## src/rtl/gpr_pkg.sv

```systemverilog
// Shared types and constants for the GPR writeback path.
// Latency: n/a (types, constants and one helper function only).
// Backpressure: n/a. Provides register/data widths, the $0 constant, the LU FIFO entry struct and a onehot helper.
package gpr_pkg;

  localparam int REG_AW   = 5;
  localparam int DATA_W   = 32;
  localparam int NUM_REGS = 32;

  localparam logic [REG_AW-1:0] REG_ZERO = '0;

  // One queued long-latency result; kill marks it as superseded by a younger pipeline write.
  typedef struct packed {
    logic [REG_AW-1:0] addr;
    logic [DATA_W-1:0] data;
    logic              kill;
  } wb_entry_t;

  function automatic logic [NUM_REGS-1:0] reg_onehot(input logic [REG_AW-1:0] a);
    logic [NUM_REGS-1:0] m;
    m    = '0;
    m[a] = 1'b1;
    return m;
  endfunction

endpackage

```

## src/rtl/gpr_wb_arbiter_if.sv

```systemverilog
// GPR write-port bundle: pipeline writeback, LU result handshake, GPR write port and hazard outputs.
// Latency: n/a (wires only).
// Backpressure: lu_ready back to the LU. master = arbiter side, slave = pipeline/LU/regfile side.
interface gpr_wb_arbiter_if;
  import gpr_pkg::*;

  logic                pipe_we;
  logic [REG_AW-1:0]   pipe_addr;
  logic [DATA_W-1:0]   pipe_data;
  logic                lu_valid;
  logic [REG_AW-1:0]   lu_addr;
  logic [DATA_W-1:0]   lu_data;
  logic                lu_ready;
  logic                WE;
  logic [REG_AW-1:0]   A3_WB;
  logic [DATA_W-1:0]   WD;
  logic [NUM_REGS-1:0] busy_mask;
  logic                stall_req;

  modport master (
    input  pipe_we, pipe_addr, pipe_data, lu_valid, lu_addr, lu_data,
    output lu_ready, WE, A3_WB, WD, busy_mask, stall_req
  );

  modport slave (
    output pipe_we, pipe_addr, pipe_data, lu_valid, lu_addr, lu_data,
    input  lu_ready, WE, A3_WB, WD, busy_mask, stall_req
  );

endinterface

```

## src/rtl/gpr_wb_arbiter_wb_fifo.sv

```systemverilog
// wb_fifo: LU result queue with per-entry kill bits matched against a register address.
// Latency: push visible at head the cycle after the edge; pop takes effect at the edge.
// Backpressure: full; push is ignored when full, pop ignored when empty.
// Ports: Clk/Reset; push + push_addr/push_data; pop; kill_en/kill_addr; full/empty; head entry; live/slot_addr per slot.
module wb_fifo
  import gpr_pkg::*;
#(
  parameter int DEPTH = 4
) (
  input  logic                         Clk,
  input  logic                         Reset,
  input  logic                         push,
  input  logic [REG_AW-1:0]            push_addr,
  input  logic [DATA_W-1:0]            push_data,
  input  logic                         pop,
  input  logic                         kill_en,
  input  logic [REG_AW-1:0]            kill_addr,
  output logic                         full,
  output logic                         empty,
  output wb_entry_t                    head,
  output logic [DEPTH-1:0]             live,
  output logic [DEPTH-1:0][REG_AW-1:0] slot_addr
);

  localparam int PW = $clog2(DEPTH);
  localparam int CW = PW + 1;

  logic [PW-1:0]     wr_ptr;
  logic [PW-1:0]     rd_ptr;
  logic [CW-1:0]     count;
  logic [DEPTH-1:0]  kill_q;
  logic [DEPTH-1:0]  occ;
  logic [REG_AW-1:0] addr_q [DEPTH];
  logic [DATA_W-1:0] data_q [DEPTH];
  logic              push_ok;
  logic              pop_ok;

  assign full    = (count == CW'(DEPTH));
  assign empty   = (count == '0);
  assign push_ok = push && !full;
  assign pop_ok  = pop && !empty;

  // A slot is occupied when its distance from the read pointer (mod DEPTH) is below count.
  always_comb begin
    logic [PW-1:0] off;
    occ       = '0;
    live      = '0;
    slot_addr = '0;
    off       = '0;
    for (int i = 0; i < DEPTH; i++) begin
      off          = PW'(i) - rd_ptr;
      occ[i]       = ({1'b0, off} < count);
      live[i]      = occ[i] && !kill_q[i];
      slot_addr[i] = addr_q[i];
    end
  end

  assign head = '{addr: addr_q[rd_ptr], data: data_q[rd_ptr], kill: kill_q[rd_ptr]};

  always_ff @(posedge Clk or posedge Reset) begin
    if (Reset) begin
      wr_ptr <= '0;
      rd_ptr <= '0;
      count  <= '0;
      kill_q <= '0;
    end else begin
      for (int i = 0; i < DEPTH; i++) begin
        if (kill_en && occ[i] && (addr_q[i] == kill_addr))
          kill_q[i] <= 1'b1;
      end
      // The tail slot is never occupied when push_ok, so this cannot undo a kill.
      if (push_ok) begin
        kill_q[wr_ptr] <= 1'b0;
        wr_ptr         <= wr_ptr + 1'b1;
      end
      if (pop_ok)
        rd_ptr <= rd_ptr + 1'b1;
      case ({push_ok, pop_ok})
        2'b10:   count <= count + 1'b1;
        2'b01:   count <= count - 1'b1;
        default: count <= count;
      endcase
    end
  end

  // Payload storage needs no reset: occupancy gates every use of it.
  always_ff @(posedge Clk) begin
    if (push_ok) begin
      addr_q[wr_ptr] <= push_addr;
      data_q[wr_ptr] <= push_data;
    end
  end

endmodule

```

## src/rtl/gpr_wb_arbiter.sv

```systemverilog
// GPR write-port master: merges MEM/WB writeback with buffered long-latency results into one write port.
// Latency: pipeline write same cycle; LU result earliest the cycle after acceptance.
// Backpressure: lu_ready = !full (no same-cycle pop credit); stall_req asks for a bubble when the head starves.
// Ports: Clk, Reset (async, active-high), bus (gpr_wb_arbiter_if.master).
module gpr_wb_arbiter
  import gpr_pkg::*;
#(
  parameter int DEPTH    = 4,
  parameter int MAX_WAIT = 7
) (
  input  logic Clk,
  input  logic Reset,
  gpr_wb_arbiter_if.master bus
);

  localparam int WW = $clog2(MAX_WAIT + 1);

  logic                         pipe_wr;
  logic                         head_vld;
  logic                         pop;
  logic                         push;
  logic                         fifo_full;
  logic                         fifo_empty;
  wb_entry_t                    head;
  logic [DEPTH-1:0]             live;
  logic [DEPTH-1:0][REG_AW-1:0] slot_addr;
  logic [WW-1:0]                wait_cnt;
  logic                         stall_q;

  // Writes to $0 are no-ops; gating with Reset keeps WE low while reset is held.
  assign pipe_wr  = bus.pipe_we && (bus.pipe_addr != REG_ZERO) && !Reset;
  assign head_vld = !fifo_empty;
  // Killed heads also pop here (with WE low) so draining is uniform.
  assign pop      = head_vld && !pipe_wr;
  // $0 results complete the handshake but are dropped.
  assign push     = bus.lu_valid && !fifo_full && (bus.lu_addr != REG_ZERO);

  assign bus.lu_ready  = !fifo_full;
  assign bus.stall_req = stall_q;

  wb_fifo #(.DEPTH(DEPTH)) u_fifo (
    .Clk       (Clk),
    .Reset     (Reset),
    .push      (push),
    .push_addr (bus.lu_addr),
    .push_data (bus.lu_data),
    .pop       (pop),
    .kill_en   (pipe_wr),
    .kill_addr (bus.pipe_addr),
    .full      (fifo_full),
    .empty     (fifo_empty),
    .head      (head),
    .live      (live),
    .slot_addr (slot_addr)
  );

  always_comb begin
    bus.WE    = 1'b0;
    bus.A3_WB = REG_ZERO;
    bus.WD    = '0;
    if (pipe_wr) begin
      bus.WE    = 1'b1;
      bus.A3_WB = bus.pipe_addr;
      bus.WD    = bus.pipe_data;
    end else if (pop && !head.kill) begin
      bus.WE    = 1'b1;
      bus.A3_WB = head.addr;
      bus.WD    = head.data;
    end
  end

  // Built purely from FIFO state: no combinational path from the lu_* inputs.
  always_comb begin
    bus.busy_mask = '0;
    for (int i = 0; i < DEPTH; i++) begin
      if (live[i])
        bus.busy_mask = bus.busy_mask | reg_onehot(slot_addr[i]);
    end
  end

  // A valid head that does not pop is necessarily blocked by a pipeline write.
  always_ff @(posedge Clk or posedge Reset) begin
    if (Reset) begin
      wait_cnt <= '0;
      stall_q  <= 1'b0;
    end else if (!head_vld || pop) begin
      wait_cnt <= '0;
      stall_q  <= 1'b0;
    end else begin
      if (wait_cnt != WW'(MAX_WAIT))
        wait_cnt <= wait_cnt + 1'b1;
      if (wait_cnt == WW'(MAX_WAIT))
        stall_q <= 1'b1;
    end
  end

endmodule

```

## src/flat_wrapper.sv

```systemverilog
// flat-port wrapper written by rule: the top's interface ports become plain ports
module gpr_wb_arbiter_flat import gpr_pkg::*;
#(
  parameter int DEPTH    = 4,
  parameter int MAX_WAIT = 7
)
  (Clk, Reset, bus_pipe_we, bus_pipe_addr, bus_pipe_data, bus_lu_valid, bus_lu_addr, bus_lu_data, bus_lu_ready, bus_WE, bus_A3_WB, bus_WD, bus_busy_mask, bus_stall_req);
  gpr_wb_arbiter_if bus_i ();
  input  logic Clk;
  input  logic Reset;
  input wire logic [$bits(bus_i.pipe_we)-1:0] bus_pipe_we;
  input wire logic [$bits(bus_i.pipe_addr)-1:0] bus_pipe_addr;
  input wire logic [$bits(bus_i.pipe_data)-1:0] bus_pipe_data;
  input wire logic [$bits(bus_i.lu_valid)-1:0] bus_lu_valid;
  input wire logic [$bits(bus_i.lu_addr)-1:0] bus_lu_addr;
  input wire logic [$bits(bus_i.lu_data)-1:0] bus_lu_data;
  output wire logic [$bits(bus_i.lu_ready)-1:0] bus_lu_ready;
  output wire logic [$bits(bus_i.WE)-1:0] bus_WE;
  output wire logic [$bits(bus_i.A3_WB)-1:0] bus_A3_WB;
  output wire logic [$bits(bus_i.WD)-1:0] bus_WD;
  output wire logic [$bits(bus_i.busy_mask)-1:0] bus_busy_mask;
  output wire logic [$bits(bus_i.stall_req)-1:0] bus_stall_req;
  assign bus_i.pipe_we = bus_pipe_we;
  assign bus_i.pipe_addr = bus_pipe_addr;
  assign bus_i.pipe_data = bus_pipe_data;
  assign bus_i.lu_valid = bus_lu_valid;
  assign bus_i.lu_addr = bus_lu_addr;
  assign bus_i.lu_data = bus_lu_data;
  assign bus_lu_ready = bus_i.lu_ready;
  assign bus_WE = bus_i.WE;
  assign bus_A3_WB = bus_i.A3_WB;
  assign bus_WD = bus_i.WD;
  assign bus_busy_mask = bus_i.busy_mask;
  assign bus_stall_req = bus_i.stall_req;
  gpr_wb_arbiter #(.DEPTH(DEPTH), .MAX_WAIT(MAX_WAIT)) u_core (.Clk(Clk), .Reset(Reset), .bus(bus_i));
endmodule
```

## config.mk

```make
export PLATFORM = sky130hd
export DESIGN_NAME = gpr_wb_arbiter_flat
export DESIGN_NICKNAME = d
export VERILOG_FILES = /design/src/rtl/gpr_pkg.sv /design/src/rtl/gpr_wb_arbiter_if.sv /design/src/rtl/gpr_wb_arbiter_wb_fifo.sv /design/src/rtl/gpr_wb_arbiter.sv /design/src/flat_wrapper.sv
export SDC_FILE = /design/constraint.sdc
export NUM_CORES = 1
export LEC_CHECK = 0
export ABC_AREA = 0
export BUFFER_PORTS_ARGS = -buffer_cell sky130_fd_sc_hd__clkbuf_2
export CORE_MARGIN = 1
export CORE_UTILIZATION = 61
export DETAILED_ROUTE_END_ITERATION = 8
export PLACE_DENSITY_LB_ADDON = 0.12
export SLEW_MARGIN = 20
export SYNTH_ARGS = -nofsm -noshare
export SYNTH_HDL_FRONTEND = slang
export SYNTH_SLANG_ARGS = --single-unit
```

## constraint.sdc

```tcl
create_clock -name Clk -period 4.8 [get_ports Clk]
set_input_delay 1.2 -clock Clk [delete_from_list [all_inputs] [get_ports Clk]]
set_output_delay 1.2 -clock Clk [all_outputs]
set_load 0.01 [all_outputs]
```

After elaboration in Yosys (flattened, before gate mapping)
Memories as Yosys holds them, arrays and structs flattened.
Cells that the tools add are included.
{ "totals": {"reg_bits": 15, "ramBits": 148, "inputBits": 78, "out_inout_bits": 72, "word_cells": 121, "mem_count": 2} }
{ "memory_table": {"columns": ["memory", "words", "width", "rd", "rd_clocked_by_memory_dff", "wr", "line_no", "source"], "rows": [
  ["u_core.u_fifo.data_q", 4, 32, 1, 0, 1, "gpr_wb_arbiter_wb_fifo.sv:34", "logic [DATA_W-1:0] data_q [DEPTH];"],
  ["u_core.u_fifo.addr_q", 4, 5, 5, 0, 1, "gpr_wb_arbiter_wb_fifo.sv:33", "logic [REG_AW-1:0] addr_q [DEPTH];"]
]} }
{ "op_classes": {"add_sub_neg": 9, "order_cmp": 15, "eq_ne": 9, "muxes": 34, "n_bitwise": 5, "reduce_logical": 41} }
{ "op_table": {"columns": ["operator", "n"], "rows": [
  ["2-to-1 mux 32 bit", 6],
  ["bitwise OR 32 bit", 3],
  ["logical AND 1 bit", 25],
  ["less-than comparator 5 x 6 -> 1 bit (second input constant)", 4],
  ["demux 1 bit (select 5 bit)", 4],
  ["== test 5 bit", 4],
  [">= comparator 5 x 1 -> 1 bit (second input constant)", 4],
  ["2-to-1 mux 1 bit", 16],
  ["less-than comparator 2 x 3 -> 1 bit", 4],
  ["2-to-1 mux 5 bit", 2],
  ["nonzero test 5 bit", 2],
  ["zero test 1 bit", 9],
  ["adder 3 x 1 -> 3 bit (second input constant)", 2],
  ["== test 3 bit (second input constant)", 2],
  ["less-than comparator 2 x 3 -> 1 bit (second input constant)", 2],
  ["2-to-1 mux 3 bit", 2],
  ["one-hot mux 3 bit (2 select lines)", 1],
  ["nonzero test 2 bit", 3],
  ["adder 2 x 1 -> 2 bit (second input constant)", 2],
  ["bitwise AND 4 bit", 1],
  ["2-to-1 mux 4 bit", 1],
  ["inverter 4 bit", 1],
  ["subtractor 1 x 2 -> 2 bit (first input constant)", 2],
  ["subtractor 2 bit (first input constant)", 2],
  ["other kinds (9)", 9]
]} }

Logic depth before layout (Yosys ltp)
{ "logic_depth": {"depth_word": 11, "depth_mapped": 11, "depth_no_buf": 10} }

Hierarchy
A second synthesis with hierarchy kept.
{ "hier_totals": {"cells_unflattened": 581, "area_unflattened_um2": 8504.4} }
{ "by_module_without_submodules": {"columns": ["mod", "n_inst", "cells_per_inst", "area_per_inst_um2", "seq_area_each_um2"], "rows": [
  ["wb_fifo", 1, 294, 6306.0, 4719.5],
  ["gpr_wb_arbiter", 1, 287, 2198.4, 100.1]
]} }

Least setup slack after synthesis
No wires, ideal clock.
{ "synth_timing": {"path_kind": "input -> output", "from": "input port bus_pipe_addr[2]", "to": "output port bus_WD[10]", "arrival_ps": 2918, "t_required_ps": 3600, "setup_slack_ps": 682, "path_stages": 6, "n_path_buf": 2, "cell_sequence": "buf_2 or4_1 o21a_1 or3_4 clkbuf_1 o21ai_0"} }
{ "synth_between": {"elab_chain_cells": 8} }
{ "synth_lines": {"columns": ["element", "line_no", "source"], "rows": [
  ["from (decl)", "flat_wrapper.sv:12", "input wire logic [$bits(bus_i.pipe_addr)-1:0] bus_pipe_addr;"],
  ["nonzero test 5 bit *", "gpr_wb_arbiter.sv:31", "assign pipe_wr = bus.pipe_we && (bus.pipe_addr != REG_ZERO) && !Reset;"],
  ["logical AND 1 bit * (2 in series)", "gpr_wb_arbiter.sv:31", null],
  ["zero test 1 bit", "gpr_wb_arbiter.sv:34", "assign pop = head_vld && !pipe_wr;"],
  ["logical AND 1 bit", "gpr_wb_arbiter.sv:34", null],
  ["logical AND 1 bit", "gpr_wb_arbiter.sv:65", "end else if (pop && !head.kill) begin"],
  ["2-to-1 mux 32 bit", "gpr_wb_arbiter.sv:65", null],
  ["2-to-1 mux 32 bit *", "gpr_wb_arbiter.sv:61", "if (pipe_wr) begin"],
  ["to (decl)", "flat_wrapper.sv:20", "output wire logic [$bits(bus_i.WD)-1:0] bus_WD;"]
]} }
Every way passes the cells marked *; elsewhere a longest branch is shown, timed or not.

Final worst setup path
{ "layout_timing": {"from": "input port bus_pipe_addr[0]", "to": "output port bus_WD[31]"} }
Same word-level chain as after synthesis.

==> summary.txt <==
Drt
  – DR pass1 iterations: 5
  – Met1 Routed Length: between 8000 and 9000 um
  – First DRT Iteration DRCs: between 600 and 700
  – Drt via density: between 6 and 7
  – Detail Route met2 WL: between 10000 and 15000 um
  – Highest Signal Layer: met4
  – Met3 wire len: about 1700 um
  – Drt total wl: between 20000 and 25000 um
  – Via count: between 6k and 7k
  – DRC viols: 0
  – Post-route antenna net violation count: 0
  – WL/cell: approximately 23 um

Clock tree
  – Max Root-Sink Buffers: 2
  – Clock Latency Late Sink: between 0.4 and 0.5 ns
  – Post-CTS setup buffers: 0
  – CTS tree: built
  – Worst-path clk slew: around 0.06 ns
  – H-tree levels: 4
  – Root Driver: clkbuf_16
  – # resized after CTS: 0
  – Cts bufs inserted: 17
  – Post-CTS Hold Buffers: 0
  – Clk sink count: 163

Synth
  – Synthesized area per cell: 12.8 um^2
  – Post-Synthesis Cells: around 650
  – Syn Std Cell Area: between 8000 and 9000 um^2
  – Register area share after synthesis: ~58%
  – Number of synthesized flops with an enable pin: about 150
  – Top_reg_cell synth: edfxtp_1
  – Synth top area share: a little over half
  – Post-synth cell types: 45
  – Largest cells by area after synthesis: edfxtp_1 (53%), mux4_2 (10%), dfrtp_1 (4.5%)
  – Warning count from the yosys run: 0
  – Post-synth ARST share: a little under a tenth
  – Mapped Nets: roughly 740
  – Synth Register Bits: between 150 and 200
  – Cell taking the most area after synthesis: edfxtp_1

Floorplanning
  – DIE HEIGHT: between 100 and 150 um
  – Core area: between 10000 and 15000 um^2
  – Row Count: 42
  – IO Pins: 150
  – Initial Util: 62.6%
  – Die area: about 14000 um^2
  – Die X: 119 um

Setup path
  – Crit. Startpoint: bus_pipe_addr[0]
  – RR Endpoint: u_core.u_fifo.data_q[2][31]
  – Crit. End Element: output pin
  – R2R Setup Slk: about 2.2 ns
  – Crit start category: primary input
  – Crit-path max FO: 38
  – WS Path Type: in2out
  – Arr. time, crit path: around 3.4 ns
  – CP required: 3.60 ns
  – Reg2reg start: u_core.u_fifo.count[0]
  – Worst setup endpoint: bus_WD[31]
  – Register-to-Register Path Depth: 4

Placement
  – Post-detail-place hpwl: around 14000 um
  – GPL Wtd Cong: ~0.95
  – Pre-CTS setup slack: approximately 0.31 ns
  – I/O Buffers: between 100 and 150

Timing
  – Slew HR: 29.7%
  – Slew @ Worst Pin: 1.05 ns
  – Final WS setup: about 0.25 ns
  – Setup TNS: 0 ns
  – RSZ-0062 raised after global routing: no
  – Tcrit/Tclk final: a little over nine tenths
  – Fmax achieved: roughly 0.22 GHz
  – Final Hold Viols: 0
  – Endpoints failing setup: 0
  – Pins over their slew limit: 0
  – Clk_skew: about 0.0086 ns
  – Fin crit period: roughly 4.6 ns

Layout
  – Fraction of layout cells with a size suffix above 1: about 34%
  – Fill cells: slightly below 900
  – Area grow syn2layout: 17.6%
  – Ant diodes: 0
  – NumNets Final: approximately 880

Flow run
  – Max Cap Violations: 0

GRT
  – Initial antenna violation count: 0
  – Grt ovf: 0
  – Largest net degree at the start of global routing: between 40 and 50
  – Vias in the first global route: 6454
  – First-pass GRT wire length: approximately 35000 um
  – Tot GR Track Use: between 30% and 40%

Pwr
  – Worst IR Drop VDD: 0.000436 V
  – Pwr dens: ~600 nW/um^2
  – LEAKAGE: between 3 and 4 nW

Status
  – Outcome: finished, final reports clean

Min path
  – Worst hold path type: reg2reg
==> layout by cell type (no fill, tap or decap), types with 4 or more instances in the layout <==
cell type	instances
edfxtp_1	148
nand3_1	41
clkbuf_16	17
mux4_2	38
nand4_1	11
or3b_2	5
ha_1	11
o21ai_0	17
xor2_1	23
o21ai_2	20
o221ai_1	15
and2_1	7
a41oi_1	4
nor3b_1	13
o211ai_1	5
or3_1	4
and3_1	4
inv_6	4
dfrtp_1	13
buf_4	14
clkbuf_2	149
inv_1	48
a32oi_1	17
a21oi_1	4
nor2_1	26
and2_2	4
nor2b_1	4
nand2_1	72
and3b_1	4
inv_8	4
nor3_1	14
xnor2_1	5
==> layer usage <==
metal / vias to the layer above / global-route usage (%)
met1: 3097 / 40.9
met2: 340 / 56.2
met3: 78 / 7.48
li1: 2742 / -
met5: - / 0
met4: 0 / 17.8
==> Yosys cell counts (all sizes together), types with 15 or more instances <==
| cell | number |
|---|---|
| nor2 | 26 |
| nand2 | 72 |
| inv | 48 |
| nand3 | 41 |
| edfxtp | 148 |
| a32oi | 17 |
| mux4 | 38 |
| xor2 | 23 |
| o221ai | 15 |
| o21ai | 38 |
| clkbuf | 29 |
| nor3 | 15 |
| dfrtp | 15 |
==> where the power goes <==
part | switching, mW | leakage [nW] | internal (mW)
clock | 0.614 | 0.273 | 0.686
combinational | 1.46 | 1.98 | 0.942
sequential | 0.219 | 1.54 | 1.88
==> flip-flops by register name, summed over array words and instances (netlist names) <==
signal / cells
u_core.bus.stall_req: 1
u_core.u_fifo.rd_ptr: 2
u_core.u_fifo.kill_q: 4
u_core.u_fifo.count: 3
u_core.u_fifo.addr_q: 20
u_core.u_fifo.data_q: 128
u_core.wait_cnt: 3
u_core.u_fifo.wr_ptr: 2
==> final cells by class <==
class                           count  area (um^2)  share of cell area, %
Sequential cell                   163         4820                   49.3
Clock inverter                     15          141                   1.45
Timing Repair Buffer              163          851                   8.70
Clock buffer                       17          425                   4.35
Tap cell                          176          220                   2.25
Multi-Input combinational cell    396         3140                   32.1
Inverter                           48          180                   1.84
==> critical path, stage by stage <==
cell and delay [ns]:
clkbuf_2 0.16, or4_1 0.54, o21a_2 0.22, or3_4 0.61, o21ai_0 0.40, clkbuf_2 0.20
==> cells by family after synthesis <==
| group | Yosys count | synth area share, % |
|---|---|---|
| flops | 163 | 57.9 |
| compound gates | 93 | 8.59 |
| xor+xnor | 28 | 2.95 |
| simple gates | 221 | 13.4 |
| fa+ha+maj | 12 | 1.90 |
| mux | 42 | 10.8 |
| buf+inv | 89 | 4.44 |
==> worst min path at each step <==
stage | slack (ns) | cells after the start | start | end
final | 0.54 | 2 | u_core.bus.stall_req | u_core.bus.stall_req
after floorplan | 0.49 | 2 | u_core.wait_cnt[1] | u_core.wait_cnt[1]
after CTS | 0.54 | 2 | u_core.bus.stall_req | u_core.bus.stall_req
after global placement | 0.51 | 2 | u_core.wait_cnt[1] | u_core.wait_cnt[1]
after detailed placement | 0.53 | 2 | u_core.bus.stall_req | u_core.bus.stall_req
after global routing | 0.55 | 2 | u_core.bus.stall_req | u_core.bus.stall_req
==> stage by stage <==
step | instance area, um^2 | util (%) | instances | hold slack (ns) | power, mW
final | 9780 | 73.6 | 978 | 0.536 | 5.80
after detailed placement | 9220 | 69.3 | 946 | 0.527 | 4.47
after CTS | 9780 | 73.6 | 978 | 0.541 | 5.80
after global placement | 9210 | 69.3 | 946 | 0.507 | 4.38
after global routing | 9780 | 73.6 | 978 | 0.554 | 6.07
after floorplan | 8320 | - | 648 | 0.493 | 3.67
(Power assumes the default switching activity.)
